`config.mk`:
```
export PLATFORM = sky130hd
export DESIGN_NAME = agu_job_arbiter
export DESIGN_NICKNAME = d
export VERILOG_FILES = /design/src/rtl/accel_pkg.sv /design/src/rtl/rr_arbiter.sv /design/src/rtl/agu_job_arbiter.sv
export SDC_FILE = /design/constraint.sdc
export NUM_CORES = 1
export LEC_CHECK = 0
export BUFFER_PORTS_ARGS = -buffer_cell sky130_fd_sc_hd__buf_2
export CORE_AREA = 2 2 236 238
export CTS_BUF_LIST = sky130_fd_sc_hd__clkbuf_2
export CTS_CLUSTER_SIZE = 20
export DETAILED_ROUTE_END_ITERATION = 10
export DIE_AREA = 0 0 238 240
export GPL_TIMING_DRIVEN = 1
export SLEW_MARGIN = 20
export SYNTH_ARGS = -nofsm -noshare
export SYNTH_HDL_FRONTEND = slang
export SYNTH_SLANG_ARGS = --single-unit
```
`constraint.sdc`:
```
create_clock -name clk -period 2.3 [get_ports clk]
set_clock_uncertainty 0.2 [all_clocks]
set_input_delay 0 -clock clk [delete_from_list [all_inputs] [get_ports clk]]
set_output_delay 0 -clock clk [all_outputs]
set_load 0.05 [all_outputs]
```
`src/rtl/accel_pkg.sv`:
```
// Shared types for the accelerator address-generation path: job descriptor,
// access pattern encoding and the job-arbiter state set.
package accel_pkg;

  localparam int          ADDR_WIDTH              = 32;
  localparam logic [15:0] AGU_WDOG_CYCLES_DEFAULT = 16'hFFFF;

  typedef enum logic [1:0] {
    SEQUENTIAL  = 2'd0,
    STRIDED     = 2'd1,
    BLOCK_2D    = 2'd2,
    CONV_WINDOW = 2'd3
  } access_pattern_e;

  typedef struct packed {
    access_pattern_e         pattern;
    logic [ADDR_WIDTH-1:0]   base_addr;
    logic [15:0]             length;
    logic [15:0]             stride;
    logic [15:0]             width;
    logic [15:0]             height;
    logic [3:0]              kernel_size;
  } agu_desc_t;

  typedef enum logic [2:0] {
    ARB_IDLE  = 3'd0,
    ARB_START = 3'd1,
    ARB_RUN   = 3'd2,
    ARB_DRAIN = 3'd3,
    ARB_DONE  = 3'd4
  } agu_arb_state_e;

endpackage

```
`src/rtl/rr_arbiter.sv`:
```
// Combinational round-robin pick: first asserted req at or above ptr,
// wrapping modulo NUM_REQ.
module rr_arbiter #(
  parameter int NUM_REQ = 4,
  parameter int IDW     = (NUM_REQ > 1) ? $clog2(NUM_REQ) : 1
) (
  input  logic [NUM_REQ-1:0] req,
  input  logic [IDW-1:0]     ptr,
  output logic               gnt_valid,
  output logic [IDW-1:0]     gnt_idx
);

  always_comb begin
    // NOTE: every output gets a default before the search so no path leaves it unassigned (no latch).
    gnt_valid = 1'b0;
    gnt_idx   = '0;
    // Walk from the farthest candidate back to ptr so the nearest one wins last.
    for (int i = NUM_REQ - 1; i >= 0; i--) begin : scan
      logic [IDW-1:0] idx;
      idx = IDW'((int'(ptr) + i) % NUM_REQ);
      if (req[idx]) begin
        gnt_valid = 1'b1;
        gnt_idx   = idx;
      end
    end
  end

endmodule

```
`src/rtl/agu_job_arbiter.sv`:
```
// Shares one addr_gen_unit among NUM_REQ requesters: round-robin job accept,
// start pulse, owner-only address routing, hang watchdog with drain, done pulse.
module agu_job_arbiter
  import accel_pkg::*;
#(
  parameter int          NUM_REQ     = 4,
  parameter logic [15:0] WDOG_CYCLES = AGU_WDOG_CYCLES_DEFAULT,
  localparam int         IDW         = (NUM_REQ > 1) ? $clog2(NUM_REQ) : 1
) (
  input  logic                            clk,
  input  logic                            rst,
  input  logic      [NUM_REQ-1:0]         req_valid,
  output logic      [NUM_REQ-1:0]         req_ready,
  input  agu_desc_t [NUM_REQ-1:0]         req_desc,
  output logic      [NUM_REQ-1:0]         req_done,
  output logic                            req_err,
  output logic      [ADDR_WIDTH-1:0]      req_addr,
  output logic      [NUM_REQ-1:0]         req_addr_valid,
  input  logic      [NUM_REQ-1:0]         req_addr_ready,
  output logic                            agu_start,
  output agu_desc_t                       agu_desc,
  input  logic                            agu_done,
  input  logic      [ADDR_WIDTH-1:0]      agu_addr,
  input  logic                            agu_addr_valid,
  output logic                            agu_addr_ready,
  output logic                            busy,
  output logic      [IDW-1:0]             grant_id
);

  agu_arb_state_e  state_q, state_d;
  logic [IDW-1:0]  grant_q;
  logic [IDW-1:0]  rr_ptr_q;
  agu_desc_t       desc_q;
  logic [15:0]     wdog_q;
  logic            err_q;

  logic            gnt_valid;
  logic [IDW-1:0]  gnt_idx;
  logic            addr_hs;

  rr_arbiter #(
    .NUM_REQ (NUM_REQ),
    .IDW     (IDW)
  ) u_rr (
    .req       (req_valid),
    .ptr       (rr_ptr_q),
    .gnt_valid (gnt_valid),
    .gnt_idx   (gnt_idx)
  );

  // Only meaningful in RUN, where the owner's ready is forwarded to the AGU.
  assign addr_hs = agu_addr_valid && req_addr_ready[grant_q];

  always_comb begin
    state_d = state_q;
    unique case (state_q)
      ARB_IDLE:  if (gnt_valid) state_d = ARB_START;
      ARB_START: state_d = (desc_q.length == 16'd0) ? ARB_DONE : ARB_RUN;
      ARB_RUN: begin
        if (agu_done)
          state_d = ARB_DONE;
        else if (!addr_hs && (wdog_q + 16'd1 == WDOG_CYCLES))
          state_d = ARB_DRAIN;
      end
      ARB_DRAIN: if (agu_done) state_d = ARB_DONE;
      ARB_DONE:  state_d = ARB_IDLE;
      default:   state_d = ARB_IDLE;
    endcase
  end

  // NOTE: all state uses non-blocking assignments so every register samples pre-edge values.
  always_ff @(posedge clk) begin
    if (rst) begin
      state_q  <= ARB_IDLE;
      grant_q  <= '0;
      rr_ptr_q <= '0;
      desc_q   <= '0;
      wdog_q   <= '0;
      err_q    <= 1'b0;
    end else begin
      state_q <= state_d;
      unique case (state_q)
        ARB_IDLE: begin
          if (gnt_valid) begin
            grant_q <= gnt_idx;
            desc_q  <= req_desc[gnt_idx];
          end
        end
        ARB_START: begin
          wdog_q <= '0;
          err_q  <= 1'b0;
        end
        ARB_RUN: begin
          if (addr_hs) wdog_q <= '0;
          else         wdog_q <= wdog_q + 16'd1;
        end
        ARB_DRAIN: err_q <= 1'b1;
        ARB_DONE: begin
          rr_ptr_q <= (grant_q == IDW'(NUM_REQ - 1)) ? '0 : grant_q + IDW'(1);
        end
        default: ;
      endcase
    end
  end

  // Outputs are decoded from state and forced low while reset is held.
  always_comb begin
    req_ready      = '0;
    req_done       = '0;
    req_err        = 1'b0;
    req_addr       = '0;
    req_addr_valid = '0;
    agu_start      = 1'b0;
    agu_desc       = '0;
    agu_addr_ready = 1'b0;
    busy           = 1'b0;
    grant_id       = '0;
    if (!rst) begin
      busy     = (state_q != ARB_IDLE);
      grant_id = grant_q;
      agu_desc = desc_q;
      unique case (state_q)
        ARB_IDLE:  if (gnt_valid) req_ready[gnt_idx] = 1'b1;
        ARB_START: agu_start = (desc_q.length != 16'd0);
        ARB_RUN: begin
          agu_addr_ready          = req_addr_ready[grant_q];
          req_addr_valid[grant_q] = agu_addr_valid;
          req_addr                = agu_addr;
        end
        ARB_DRAIN: agu_addr_ready = 1'b1;
        ARB_DONE: begin
          req_done[grant_q] = 1'b1;
          req_err           = err_q;
        end
        default: ;
      endcase
    end
  end

endmodule

```
==> results.sh, run 1 <==
export IMPL_outcome="did not finish"
export IMPL_stop_stage="clock tree synthesis (4_1_cts)"
export IMPL_run_stop_error="[ERROR RSZ-0060] Max buffer count reached."
export IMPL_avgSynthCellArea_um2=8.90
export IMPL_clock_tree_root_cell="sky130_fd_sc_hd__clkbuf_2"
export IMPL_synth_top_cell_by_area="sky130_fd_sc_hd__dfxtp_1"
export IMPL_io_pins=604
export IMPL_yosysSeqAreaShare_pct=29.0
export IMPL_clock_sinks=126
export IMPL_post_synth_num_cell_types=54
export IMPL_dp_hpwl_mm=30.3
export IMPL_yosys_warnings=0
export IMPL_synth_seq_cells=126
export IMPL_synth_top_cell_area_share_pct=29.0
export IMPL_num_rows=86
export IMPL_synth_edff_count=0
export IMPL_syn_inst=979
export IMPL_synth_area_mm2=0.00871
export IMPL_synth_net_count=1437
export IMPL_post_place_cells=2255
export IMPL_netlist_top_cells_count="sky130_fd_sc_hd__mux2i_1, sky130_fd_sc_hd__dfxtp_1, sky130_fd_sc_hd__nand2_1, sky130_fd_sc_hd__nor2b_1, sky130_fd_sc_hd__o221ai_1"
export IMPL_synth_async_reset_ratio_pct=0
export IMPL_io_buffer_count=603
export IMPL_finalWeightedCongestion=0.865
export IMPL_max_clock_path_buffers=2
export IMPL_initial_utilization_pct=15.9
export IMPL_netlist_top_cells_area="sky130_fd_sc_hd__dfxtp_1, sky130_fd_sc_hd__mux2i_1, sky130_fd_sc_hd__nor2b_1"
export IMPL_cts_resized_gates=264
export IMPL_holdBufCountCts=464
export IMPL_ys_flop_type="sky130_fd_sc_hd__dfxtp_1"
export IMPL_post_synth_top_count_cell="sky130_fd_sc_hd__mux2i_1"
export IMPL_cts_htree_levels=4
export IMPL_die_y_um=240
export IMPL_cts_made_buffers=17
export IMPL_cts_repair_timing_setup_buffer_count=24
export IMPL_die_w_um=238
-- cells by family after synthesis --
family / count (synthesis) / share of synthesized area (%)
XOR/XNOR: 4 / 0.402
multiplexers: 178 / 22.0
AO/OA/AOI/OAI: 193 / 20.2
buffers and inverters: 98 / 5.30
adder cells (fa/ha/maj): 6 / 0.862
flip-flops: 126 / 29.0
AND/OR/NAND/NOR: 374 / 22.2
-- per-stage QoR --
step | utilization, % | setup TNS (ns) | cell area (um2) | setup slack, ns
3_5_place_dp | 23.5 | -0.443 | 12800 | -0.0338
3_3_place_gp | 23.5 | -0.0656 | 12800 | -0.00631
2_1_floorplan | - | 0 | 8720 | 0.0548
==> run 2: changes to the inputs <==
--- a/config.mk
+++ b/config.mk
@@ -6,12 +6,11 @@
 export NUM_CORES = 1
 export LEC_CHECK = 0
 export BUFFER_PORTS_ARGS = -buffer_cell sky130_fd_sc_hd__buf_2
-export CORE_AREA = 2 2 236 238
-export CTS_BUF_LIST = sky130_fd_sc_hd__clkbuf_2
-export CTS_CLUSTER_SIZE = 20
+export CORE_AREA = 2 2 233 235
 export DETAILED_ROUTE_END_ITERATION = 10
-export DIE_AREA = 0 0 238 240
+export DIE_AREA = 0 0 235 237
 export GPL_TIMING_DRIVEN = 1
+export PLACE_DENSITY_LB_ADDON = 0.15
 export SLEW_MARGIN = 20
 export SYNTH_ARGS = -nofsm -noshare
 export SYNTH_HDL_FRONTEND = slang
==> constraint.sdc (replaced) <==
create_clock -name clk -period 2.99 [get_ports clk]
set_clock_uncertainty 0.2 [all_clocks]
set_input_delay 0 -clock clk [delete_from_list [all_inputs] [get_ports clk]]
set_output_delay 0 -clock clk [all_outputs]
set_load 0.05 [all_outputs]
==> run 2 against run 1 <==
  * The run now ends clean
  * Synthesized area unchanged
  * Synthesized cell count unchanged
==> results.sh, run 2 <==
export IMPL_clock_sinks=126
export IMPL_mostFrequentLayoutCell="sky130_fd_sc_hd__buf_2"
export IMPL_tightestPinTransition_ns=0.842
export IMPL_max_clock_path_buffers=2
export IMPL_core_region_area_mm2=0.0533
export IMPL_registers_top_by_ff_count="desc_q"
export IMPL_drt_first_iter_violations=360
export IMPL_grt_antenna_before_repair=3
export IMPL_cts_reportedPaths_clkPinSlew_ns=0.07
export IMPL_detailroute_via_count=11400
export IMPL_synth_top_cell_area_share_pct=29.0
export IMPL_avgSynthCellArea_um2=8.90
export IMPL_share_clk_of_total_power_pct=20.7
export IMPL_intPower_mw=5.99
export IMPL_final_instance_count_excl_fill=2675
export IMPL_power_density_mw_per_mm2=625
export IMPL_clock_tree_root_cell="sky130_fd_sc_hd__clkbuf_16"
export IMPL_ys_flop_type="sky130_fd_sc_hd__dfxtp_1"
export IMPL_clkLatencyLatePin_ns=0.47
export IMPL_power_share_sequential_pct=23.5
export IMPL_cts_htree_levels=4
export IMPL_leakage_nw=8.52
export IMPL_io_buffer_count=603
export IMPL_synth_async_reset_ratio_pct=0
export IMPL_synth_top_cell_by_area="sky130_fd_sc_hd__dfxtp_1"
export IMPL_maxSlewViolCount=0
export IMPL_largest_net_degree_at_the_start_of_global_routing=68
export IMPL_synth_edff_count=0
export IMPL_post_synth_num_cell_types=54
export IMPL_critical_path_endpoint_type="register"
export IMPL_outcome="finished clean"
export IMPL_syn_inst=979
export IMPL_setup_violations_final=0
export IMPL_hold_viol=0
export IMPL_post_synth_top_count_cell="sky130_fd_sc_hd__mux2i_1"
export IMPL_synth_seq_cells=126
export IMPL_yosys_warnings=0
export IMPL_syn_to_final_growth_pct=100
export IMPL_max_fclk_ghz=0.349
export IMPL_grt_busiest_layer="met2"
export IMPL_post_route_min_period_ns=2.86
export IMPL_die_y_um=237
export IMPL_power_switching_share_pct=45.0
export IMPL_grt_remaining_overflow=0
export IMPL_cts_made_buffers=17
export IMPL_avgRoutedWirePerCell_um=16.5
export IMPL_netlist_top_cells_area="sky130_fd_sc_hd__dfxtp_1, sky130_fd_sc_hd__mux2i_1, sky130_fd_sc_hd__nor2b_1"
export IMPL_first_pass_iters=4
export IMPL_hold_depth=4
export IMPL_vias_per_cell=4.27
export IMPL_r2r_cells=7
export IMPL_layout_top_registers="desc_q x102, wdog_q x16, state_q x3"
export IMPL_synth_area_mm2=0.00871
export IMPL_gr_usage_met1_pct=16.1
export IMPL_share_comb_of_total_power_pct=55.8
export IMPL_dp_hpwl_mm=30.6
export IMPL_io_pins=604
export IMPL_drive_above_1_share_pct=38.8
export IMPL_worst_path_max_fanout=51
export IMPL_hp_class="primary input to register"
export IMPL_min_period_over_period_pct=95.8
export IMPL_groute_usage_overall_pct=15.0
export IMPL_worst_setup_path_type="register to register"
export IMPL_finalCoreUtilization_pct=32.7
export IMPL_yosysSeqAreaShare_pct=29.0
export IMPL_largest_register_ff_count=102
export IMPL_finalWeightedCongestion=0.766
export IMPL_num_nets_final=2422
export IMPL_post_route_drc_count=0
export IMPL_met3_usage_pct=3.29
export IMPL_required_ns=3.12
export IMPL_post_place_cells=2223
export IMPL_num_rows=85
export IMPL_vdd_ir_drop_worst_v=0.000423
export IMPL_met2_usage_pct=27.7
export IMPL_mostFrequentLayoutCells="sky130_fd_sc_hd__buf_2, sky130_fd_sc_hd__dlygate4sd3_1, sky130_fd_sc_hd__mux2i_1, sky130_fd_sc_hd__dfxtp_1, sky130_fd_sc_hd__nand2_1"
export IMPL_netlist_top_cells_count="sky130_fd_sc_hd__mux2i_1, sky130_fd_sc_hd__dfxtp_1, sky130_fd_sc_hd__nand2_1, sky130_fd_sc_hd__nor2b_1, sky130_fd_sc_hd__o221ai_1"
export IMPL_die_w_um=235
export IMPL_initial_utilization_pct=16.3
export IMPL_global_route_wire_length_before_repair_mm=65.5
export IMPL_worstSetupStartpointType="register"
export IMPL_data_arrival_at_the_endpoint_of_the_critical_path_ns=3.00
export IMPL_cts_tree="built"
export IMPL_max_cap_violations=0
export IMPL_antenna_violating_nets_post_route=0
export IMPL_design_die_area_mm2=0.0557
export IMPL_synth_net_count=1437
export IMPL_total_switching_power_mw=4.90
export IMPL_timing_slew_headroom_pct=43.8
export IMPL_routed_wirelength_mm=44.1
export IMPL_first_global_vias=12100
run 2: cell counts after synthesis:
Identical to the previous run, type by type.
run 2: layer usage:
layer / vias up / part of all wire (%)
met4: 0 / 3.1
met5: - / 0
met2: 421 / 52
met3: 78 / 5.1
met1: 5350 / 40
li1: 5572 / -
run 2: final timing paths:
check | endpoint | start | slack (ns)
setup reg to reg | desc_q[71] | rr_ptr_q[0] | 0.13
setup / recovery | desc_q[71] | rr_ptr_q[0] | 0.13
hold reg to reg | err_q | err_q | 0.28
hold / removal | desc_q[4] | req_desc[106] | 0.06
run 2: power by group through the flow:
| stage | registers, mW | logic [mW] | clock network, mW |
|---|---|---|---|
| after global placement | 2.59 | 5.50 | 0 |
| after floorplan | 2.45 | 3.92 | 0 |
| final | 2.56 | 6.08 | 2.25 |
| after CTS | 2.56 | 6.10 | 2.36 |
| after global routing | 2.64 | 6.53 | 2.39 |
| after detailed placement | 2.59 | 5.52 | 0 |
run 2: cell families (layout without fill, tap and decap cells):
group | after synthesis | count (layout) | share of synthesized area, %
simple gates | 374 | 374 | 22.2
compound gates | 193 | 195 | 20.2
mux | 178 | 178 | 22.0
flops | 126 | 126 | 29.0
buf+inv | 98 | 1094 | 5.30
fa+ha+maj | 6 | 6 | 0.862
xor+xnor | 4 | 4 | 0.402
other cells | 0 | 2 | 0
run 2: cell type report:
class,instances,area (um2)
Sequential cell,126,2520
Clock buffer,17,425
Tap cell,696,871
Multi-Input combinational cell,757,5830
Clock inverter,15,189
Antenna cell,2,5.00
Timing Repair Buffer,1054,7550
Fill cell,5550,35800
Inverter,8,30.0
run 2: through the flow:
stage | power, mW | setup TNS, ns | area [um2] | hold slack (ns) | setup WS (ns)
3_3_place_gp | 8.09 | 0 | 12600 | -0.00434 | 0.347
4_1_cts | 11.0 | 0 | 17300 | 0.0113 | 0.00341
2_1_floorplan | 6.37 | 0 | 8710 | -0.0915 | 0.605
3_5_place_dp | 8.11 | 0 | 12600 | 0.00135 | 0.329
5_1_grt | 11.6 | -0.00632 | 17400 | 0.0547 | -0.00632
6_report | 10.9 | 0 | 17400 | 0.0613 | 0.126
run 2: worst max-delay path: stages (launching register included):
cell and delay, ns:
sky130_fd_sc_hd__dfxtp_1 0.36, sky130_fd_sc_hd__nand2b_1 0.21, sky130_fd_sc_hd__a21oi_4 0.28, sky130_fd_sc_hd__a211o_4 0.30, sky130_fd_sc_hd__buf_16 0.32, sky130_fd_sc_hd__mux2i_1 0.29, sky130_fd_sc_hd__dlygate4sd3_1 0.60, sky130_fd_sc_hd__o221ai_1 0.12
run 2: what timing repair did:
| action | CTS | global route |
|---|---|---|
| resized for setup | 0 | 12 |
| hold buffers | 413 | 0 |
| endpoints found under the hold margin | 119 | 0 |
| buffers inserted | 0 | 3 |
| endpoints found under the setup margin | 0 | 41 |
(Power assumes the default switching activity.)
==> run 3: changes to the inputs <==
--- a/config.mk
+++ b/config.mk
@@ -6,10 +6,10 @@
 export NUM_CORES = 1
 export LEC_CHECK = 0
 export BUFFER_PORTS_ARGS = -buffer_cell sky130_fd_sc_hd__buf_2
-export CORE_AREA = 2 2 233 235
+export CORE_AREA = 2 2 232 234
 export DETAILED_ROUTE_END_ITERATION = 10
-export DIE_AREA = 0 0 235 237
-export GPL_TIMING_DRIVEN = 1
+export DIE_AREA = 0 0 234 236
+export GPL_TIMING_DRIVEN = 0
 export PLACE_DENSITY_LB_ADDON = 0.15
 export SLEW_MARGIN = 20
 export SYNTH_ARGS = -nofsm -noshare
==> run 3 against run 2 <==
  * Critical path type unchanged
  * Final cell count is 0.75% higher
  * Register-to-register slack hardly changed
  * Highest routed layer is now met5
  * Hold slack better by 0.041 ns
  * Maximum frequency is 0.36% higher
  * Largest power group unchanged
  * Non-clock buffer count is 25 higher
  * Die area is 0.85% lower
==> results.sh, run 3 (synthesis results as in run 2) <==
export IMPL_totalNegativeSetupSlack_ns=0
export IMPL_layout_top_registers="desc_q x102, wdog_q x16, state_q x3"
export IMPL_cts_tree="built"
export IMPL_dp_hpwl_mm=39.1
export IMPL_die_w_um=234
export IMPL_design_die_area_mm2=0.0552
export IMPL_timing_slew_headroom_pct=49.1
export IMPL_postLayoutSetupSlackWorst_ns=0.136
export IMPL_core_region_area_mm2=0.0531
export IMPL_holdWs_ns=0.102
export IMPL_min_period_over_period_pct=95.5
export IMPL_cts_made_buffers=17
export IMPL_setup_repair_after_global_routing_missed_its_margin="false"
export IMPL_routed_wirelength_mm=51.2
export IMPL_finalWeightedCongestion=0.946
export IMPL_io_pins=604
export IMPL_vdd_ir_drop_worst_v=0.000391
export IMPL_groute_usage_overall_pct=18.0
export IMPL_post_route_drc_count=0
export IMPL_first_global_vias=12400
export IMPL_clkLatencyLatePin_ns=0.45
export IMPL_hp_class="primary input to register"
export IMPL_timing_critical_path_from="rr_ptr_q[1]"
export IMPL_drive_above_1_share_pct=38.2
export IMPL_drt_first_iter_violations=415
export IMPL_total_switching_power_mw=4.99
export IMPL_intPower_mw=6.09
export IMPL_max_cap_violations=0
export IMPL_largest_register_ff_count=102
export IMPL_grt_antenna_before_repair=2
export IMPL_leakage_nw=8.45
export IMPL_final_instance_count_excl_fill=2695
export IMPL_post_place_cells=2277
export IMPL_setup_violations_final=0
export IMPL_crit_path_end="desc_q[39]"
export IMPL_required_ns=3.09
export IMPL_clock_tree_root_cell="sky130_fd_sc_hd__clkbuf_16"
export IMPL_syn_to_final_growth_pct=96.7
export IMPL_share_clk_of_total_power_pct=20.7
export IMPL_grt_remaining_overflow=0
export IMPL_worst_path_max_fanout=10
export IMPL_first_pass_iters=4
export IMPL_power_switching_share_pct=45.0
export IMPL_post_route_cell_area_mm2=0.0171
export IMPL_worstSetupStartpointType="register"
export IMPL_r2r_cells=9
export IMPL_share_comb_of_total_power_pct=56.5
export IMPL_clock_sinks=126
export IMPL_worst_setup_path_type="register to register"
export IMPL_mostFrequentLayoutCell="sky130_fd_sc_hd__buf_2"
export IMPL_registers_top_by_ff_count="desc_q"
export IMPL_maxSlewViolCount=0
export IMPL_initial_utilization_pct=16.4
export IMPL_vias_per_cell=4.29
export IMPL_global_route_wire_length_before_repair_mm=73.6
export IMPL_cts_htree_levels=4
export IMPL_hold_viol=0
export IMPL_power_share_sequential_pct=22.7
export IMPL_num_rows=85
export IMPL_crit_reg2reg_launch="rr_ptr_q[1]"
export IMPL_critical_path_endpoint_type="register"
export IMPL_mostFrequentLayoutCells="sky130_fd_sc_hd__buf_2, sky130_fd_sc_hd__dlygate4sd3_1, sky130_fd_sc_hd__mux2i_1, sky130_fd_sc_hd__dfxtp_1, sky130_fd_sc_hd__nand2_1"
export IMPL_detailedPlace_worstSlack_ns=-0.236
export IMPL_detailed_place_area_mm2=0.0126
export IMPL_max_fclk_ghz=0.350
export IMPL_power_density_mw_per_mm2=647
export IMPL_detailroute_via_count=11600
export IMPL_data_arrival_at_the_endpoint_of_the_critical_path_ns=2.95
export IMPL_io_buffer_count=602
export IMPL_tightestPinTransition_ns=0.756
export IMPL_avgRoutedWirePerCell_um=19.0
export IMPL_worst_r2r_setup_slack_ns=0.14
export IMPL_die_y_um=236
export IMPL_cts_reportedPaths_clkPinSlew_ns=0.06
export IMPL_antenna_violating_nets_post_route=0
export IMPL_max_clock_path_buffers=2
export IMPL_timing_rr_end="desc_q[39]"
export IMPL_nFillCells=5590
export IMPL_largest_net_degree_at_the_start_of_global_routing=17
export IMPL_post_route_min_period_ns=2.85
export IMPL_outcome="finished clean"
export IMPL_num_nets_final=2445
## run 3: cell types whose count changed in the layout (fill, tap and decap cells not counted), moves of 5 or more
| cell | before | now |
|---|---|---|
| sky130_fd_sc_hd__buf_2 | 602 | 633 |
| sky130_fd_sc_hd__clkinv_4 | 5 | 0 |
| sky130_fd_sc_hd__clkbuf_1 | 0 | 42 |
| sky130_fd_sc_hd__buf_4 | 29 | 7 |
| sky130_fd_sc_hd__clkbuf_8 | 0 | 5 |
| sky130_fd_sc_hd__clkbuf_2 | 0 | 8 |
| sky130_fd_sc_hd__clkinvlp_4 | 5 | 0 |
| sky130_fd_sc_hd__dlygate4sd3_1 | 413 | 383 |
| sky130_fd_sc_hd__buf_12 | 7 | 0 |
## run 3: how the worst min path moves through the flow
stage                             start          to  cells past startpoint
after floorplan           req_desc[113]  desc_q[11]                      2
after global placement    req_desc[122]  desc_q[20]                      3
after detailed placement  req_desc[103]   desc_q[1]                      3
after CTS                 req_desc[131]  desc_q[29]                      4
after global routing      req_desc[121]  desc_q[19]                      4
final                     req_desc[129]  desc_q[27]                      4
## run 3: area by class of cell
cell class                 count  area (um2)  area share, %
multi-input combinational    755        5740           33.5
clock buffer                  24         502           2.93
sequential                   126        2520           14.7
antenna                        1        2.50         0.0146
inverter                       8        30.0          0.175
tap                          696         871           5.08
clock inverter                 6         130          0.760
timing repair buffer         989        6880           40.1
buffer                        90         450           2.63
## run 3: power by group through the flow
stage	registers, mW	clock network [mW]	logic [mW]
detailed placement	2.55	0	5.71
CTS	2.52	2.39	6.32
floorplan	2.45	0	3.92
global placement	2.54	0	5.71
global route	2.59	2.45	6.75
finish	2.52	2.30	6.26
## run 3: critical path, cell delays in order, from the launching register on
cell	delay [ns]
sky130_fd_sc_hd__dfxtp_2	0.37
sky130_fd_sc_hd__a21oi_1	0.14
sky130_fd_sc_hd__nor3b_1	0.07
sky130_fd_sc_hd__or3_1	0.35
sky130_fd_sc_hd__buf_2	0.16
sky130_fd_sc_hd__buf_6	0.17
sky130_fd_sc_hd__mux2_4	0.31
sky130_fd_sc_hd__dlygate4sd3_1	0.58
sky130_fd_sc_hd__a221oi_2	0.26
sky130_fd_sc_hd__o31ai_2	0.08
## run 3: stage by stage
stage          utilization (%)  power [mW]
2_1_floorplan                -        6.37
4_1_cts                   32.2        11.2
6_report                  32.3        11.1
5_1_grt                   32.3        11.8
3_5_place_dp              23.7        8.27
3_3_place_gp              23.7        8.25
## run 3: what timing repair did
action	in CTS	in global routing
setup buffers	1	3
hold buffers	383	0
endpoints found under the setup margin	10	82
pin swaps	0	2
endpoints found under the hold margin	105	0
resized for setup	7	13
## run 3: per-layer routing
| metal | GRT usage, % | vias up | wire length [um] |
|---|---|---|---|
| li1 | - | 5604 | - |
| met1 | 21.1 | 5405 | 21300 |
| met2 | 31.3 | 446 | 25000 |
| met3 | 4.09 | 102 | 2830 |
| met4 | 7.46 | 2 | 2040 |
| met5 | 0 | - | 11 |
==> run 4: changes to the inputs <==
--- a/config.mk
+++ b/config.mk
@@ -11,6 +11,7 @@
 export DIE_AREA = 0 0 234 236
 export GPL_TIMING_DRIVEN = 0
 export PLACE_DENSITY_LB_ADDON = 0.15
+export RECOVER_POWER = 100
 export SLEW_MARGIN = 20
 export SYNTH_ARGS = -nofsm -noshare
 export SYNTH_HDL_FRONTEND = slang
==> run 4 against run 3 <==
  * Routed wire length hardly changed
  * Final cell count is the same
  * Total power shrank 0.81%
  * Register-to-register slack is essentially flat
  * Clock-buffer cell count stayed put
  * Sequential power barely moved
  * Sequential cell count stayed put
  * Critical path depth is the same
  * Clock power hardly changed
  * Largest cell class unchanged
  * Largest power group unchanged
  * Highest routed layer unchanged
==> results.sh, run 4 (synthesis results as in run 2) <==
export IMPL_outcome="finished clean"
export IMPL_core_region_area_mm2=0.0531
export IMPL_io_pins=604
export IMPL_mostFrequentLayoutCell="sky130_fd_sc_hd__buf_2"
export IMPL_cpPeakStageDelay_ns=0.57
export IMPL_max_clock_path_buffers=2
export IMPL_hp_class="primary input to register"
export IMPL_num_nets_final=2445
export IMPL_detailedPlace_worstSlack_ns=-0.236
export IMPL_crit_chain="a21oi_1, nor3b_1, or3_1, buf_2, buf_6, mux2_4, dlygate4sd3_1, a221oi_2, o31ai_2"
export IMPL_post_route_min_period_ns=2.84
export IMPL_postLayoutSetupSlackWorst_ns=0.146
export IMPL_die_w_um=234
export IMPL_tightestPinTransition_ns=0.875
export IMPL_min_period_over_period_pct=95.1
export IMPL_clock_tree_root_cell="sky130_fd_sc_hd__clkbuf_16"
export IMPL_grt_remaining_overflow=0
export IMPL_data_arrival_at_the_endpoint_of_the_critical_path_ns=2.94
export IMPL_setup_violations_final=0
export IMPL_worstSetupStartpointType="register"
export IMPL_layout_top_registers="desc_q x102, wdog_q x16, state_q x3"
export IMPL_clock_sinks=126
export IMPL_worst_setup_path_type="register to register"
export IMPL_mostFrequentLayoutCells="sky130_fd_sc_hd__buf_2, sky130_fd_sc_hd__dlygate4sd3_1, sky130_fd_sc_hd__mux2i_1, sky130_fd_sc_hd__clkbuf_1, sky130_fd_sc_hd__dfxtp_1"
export IMPL_required_ns=3.09
export IMPL_nFillCells=5635
export IMPL_vias_per_cell=4.29
export IMPL_antenna_violating_nets_post_route=0
export IMPL_power_density_mw_per_mm2=648
export IMPL_hold_viol=0
export IMPL_cts_htree_levels=4
export IMPL_cp_max_delay_cell="sky130_fd_sc_hd__dlygate4sd3_1"
export IMPL_syn_to_final_growth_pct=94.8
export IMPL_max_fclk_ghz=0.352
export IMPL_die_y_um=236
export IMPL_final_instance_count_excl_fill=2695
export IMPL_hold_depth=4
export IMPL_post_place_cells=2277
export IMPL_first_pass_iters=5
export IMPL_clkLatencyLatePin_ns=0.44
export IMPL_timing_slew_headroom_pct=41.7
export IMPL_dp_hpwl_mm=39.1
export IMPL_largest_register_ff_count=102
export IMPL_global_route_wire_length_before_repair_mm=73.6
export IMPL_routed_wirelength_mm=51.2
export IMPL_cts_reportedPaths_clkPinSlew_ns=0.06
export IMPL_post_route_drc_count=0
export IMPL_leakage_nw=7.96
export IMPL_num_rows=85
export IMPL_maxSlewViolCount=0
export IMPL_io_buffer_count=602
export IMPL_largest_net_degree_at_the_start_of_global_routing=17
export IMPL_cts_tree="built"
export IMPL_max_cap_violations=0
export IMPL_drt_first_iter_violations=438
export IMPL_cts_made_buffers=17
export IMPL_registers_top_by_ff_count="desc_q"
export IMPL_drive_above_1_share_pct=32.5
export IMPL_first_global_vias=12400
export IMPL_vdd_ir_drop_worst_v=0.000388
export IMPL_finalWeightedCongestion=0.946
export IMPL_worst_path_max_fanout=10
export IMPL_initial_utilization_pct=16.4
export IMPL_groute_usage_overall_pct=18.0
export IMPL_critical_path_endpoint_type="register"
export IMPL_avgRoutedWirePerCell_um=19.0
export IMPL_grt_antenna_before_repair=2
export IMPL_r2r_cells=9
export IMPL_setup_repair_after_global_routing_missed_its_margin="false"
export IMPL_detailroute_via_count=11600
export IMPL_power_mw=11.0
export IMPL_design_die_area_mm2=0.0552
==> run 4: metal layers <==
metal | vias up | global-route usage [%] | wire length (um)
met1 | 5424 | 21.1 | 21400
met5 | - | 0 | 7
met3 | 97 | 4.09 | 2850
met2 | 438 | 31.3 | 24900
met4 | 2 | 7.46 | 2040
li1 | 5598 | - | -
==> run 4: area by class of cell <==
cell class	count	area (um2)	share of cell area, %
Timing Repair Buffer	989	6740	39.8
Multi-Input combinational cell	755	5710	33.7
Sequential cell	126	2520	14.9
Tap cell	696	871	5.13
Clock buffer	24	502	2.96
Buffer	90	449	2.65
Clock inverter	6	130	0.767
Inverter	8	30.0	0.177
Antenna cell	1	2.50	0.0148
==> run 4: worst paths after layout <==
| kind | slack [ns] | start | endpoint |
|---|---|---|---|
| setup / recovery | 0.15 | rr_ptr_q[1] | desc_q[44] |
| hold / removal | 0.10 | req_desc[129] | desc_q[27] |
| setup reg to reg | 0.15 | rr_ptr_q[1] | desc_q[44] |
| hold reg to reg | 0.29 | wdog_q[14] | wdog_q[14] |
==> run 4: repair_timing <==
action                                 CTS  global route
setup endpoints to repair               10            82
resized for setup                        7            13
endpoints found under the hold margin  105             0
hold buffers                           383             0
buffers inserted                         1             3
pin swaps                                0             2
==> run 4: report_power, final <==
part / switching (mW) / internal, mW / leakage (nW)
registers: 0.242 / 2.28 / 1.04
logic: 3.94 / 2.23 / 6.60
clock network: 0.805 / 1.49 / 0.312
==> run 4: critical path, delay by kind of cell, from the launching register on <==
| family | cells | cell delay, ns |
|---|---|---|
| muxes | 1 | 0.30 |
| DFF | 1 | 0.37 |
| buffers and inverters | 3 | 0.90 |
| and+or+nand+nor | 2 | 0.42 |
| AOI/OAI and AO/OA | 3 | 0.49 |
==> run 4: per-stage QoR <==
step | utilization [%] | hold WS (ns) | area (um2) | setup TNS (ns)
after floorplan | - | -0.0915 | 8710 | 0
after global placement | 23.7 | -0.00472 | 12600 | -10.53
after detailed placement | 23.7 | -0.000275 | 12600 | -5.76
after CTS | 32.2 | 0.0727 | 17100 | 0
after global routing | 32.0 | 0.104 | 17000 | 0
final | 32.0 | 0.104 | 17000 | 0
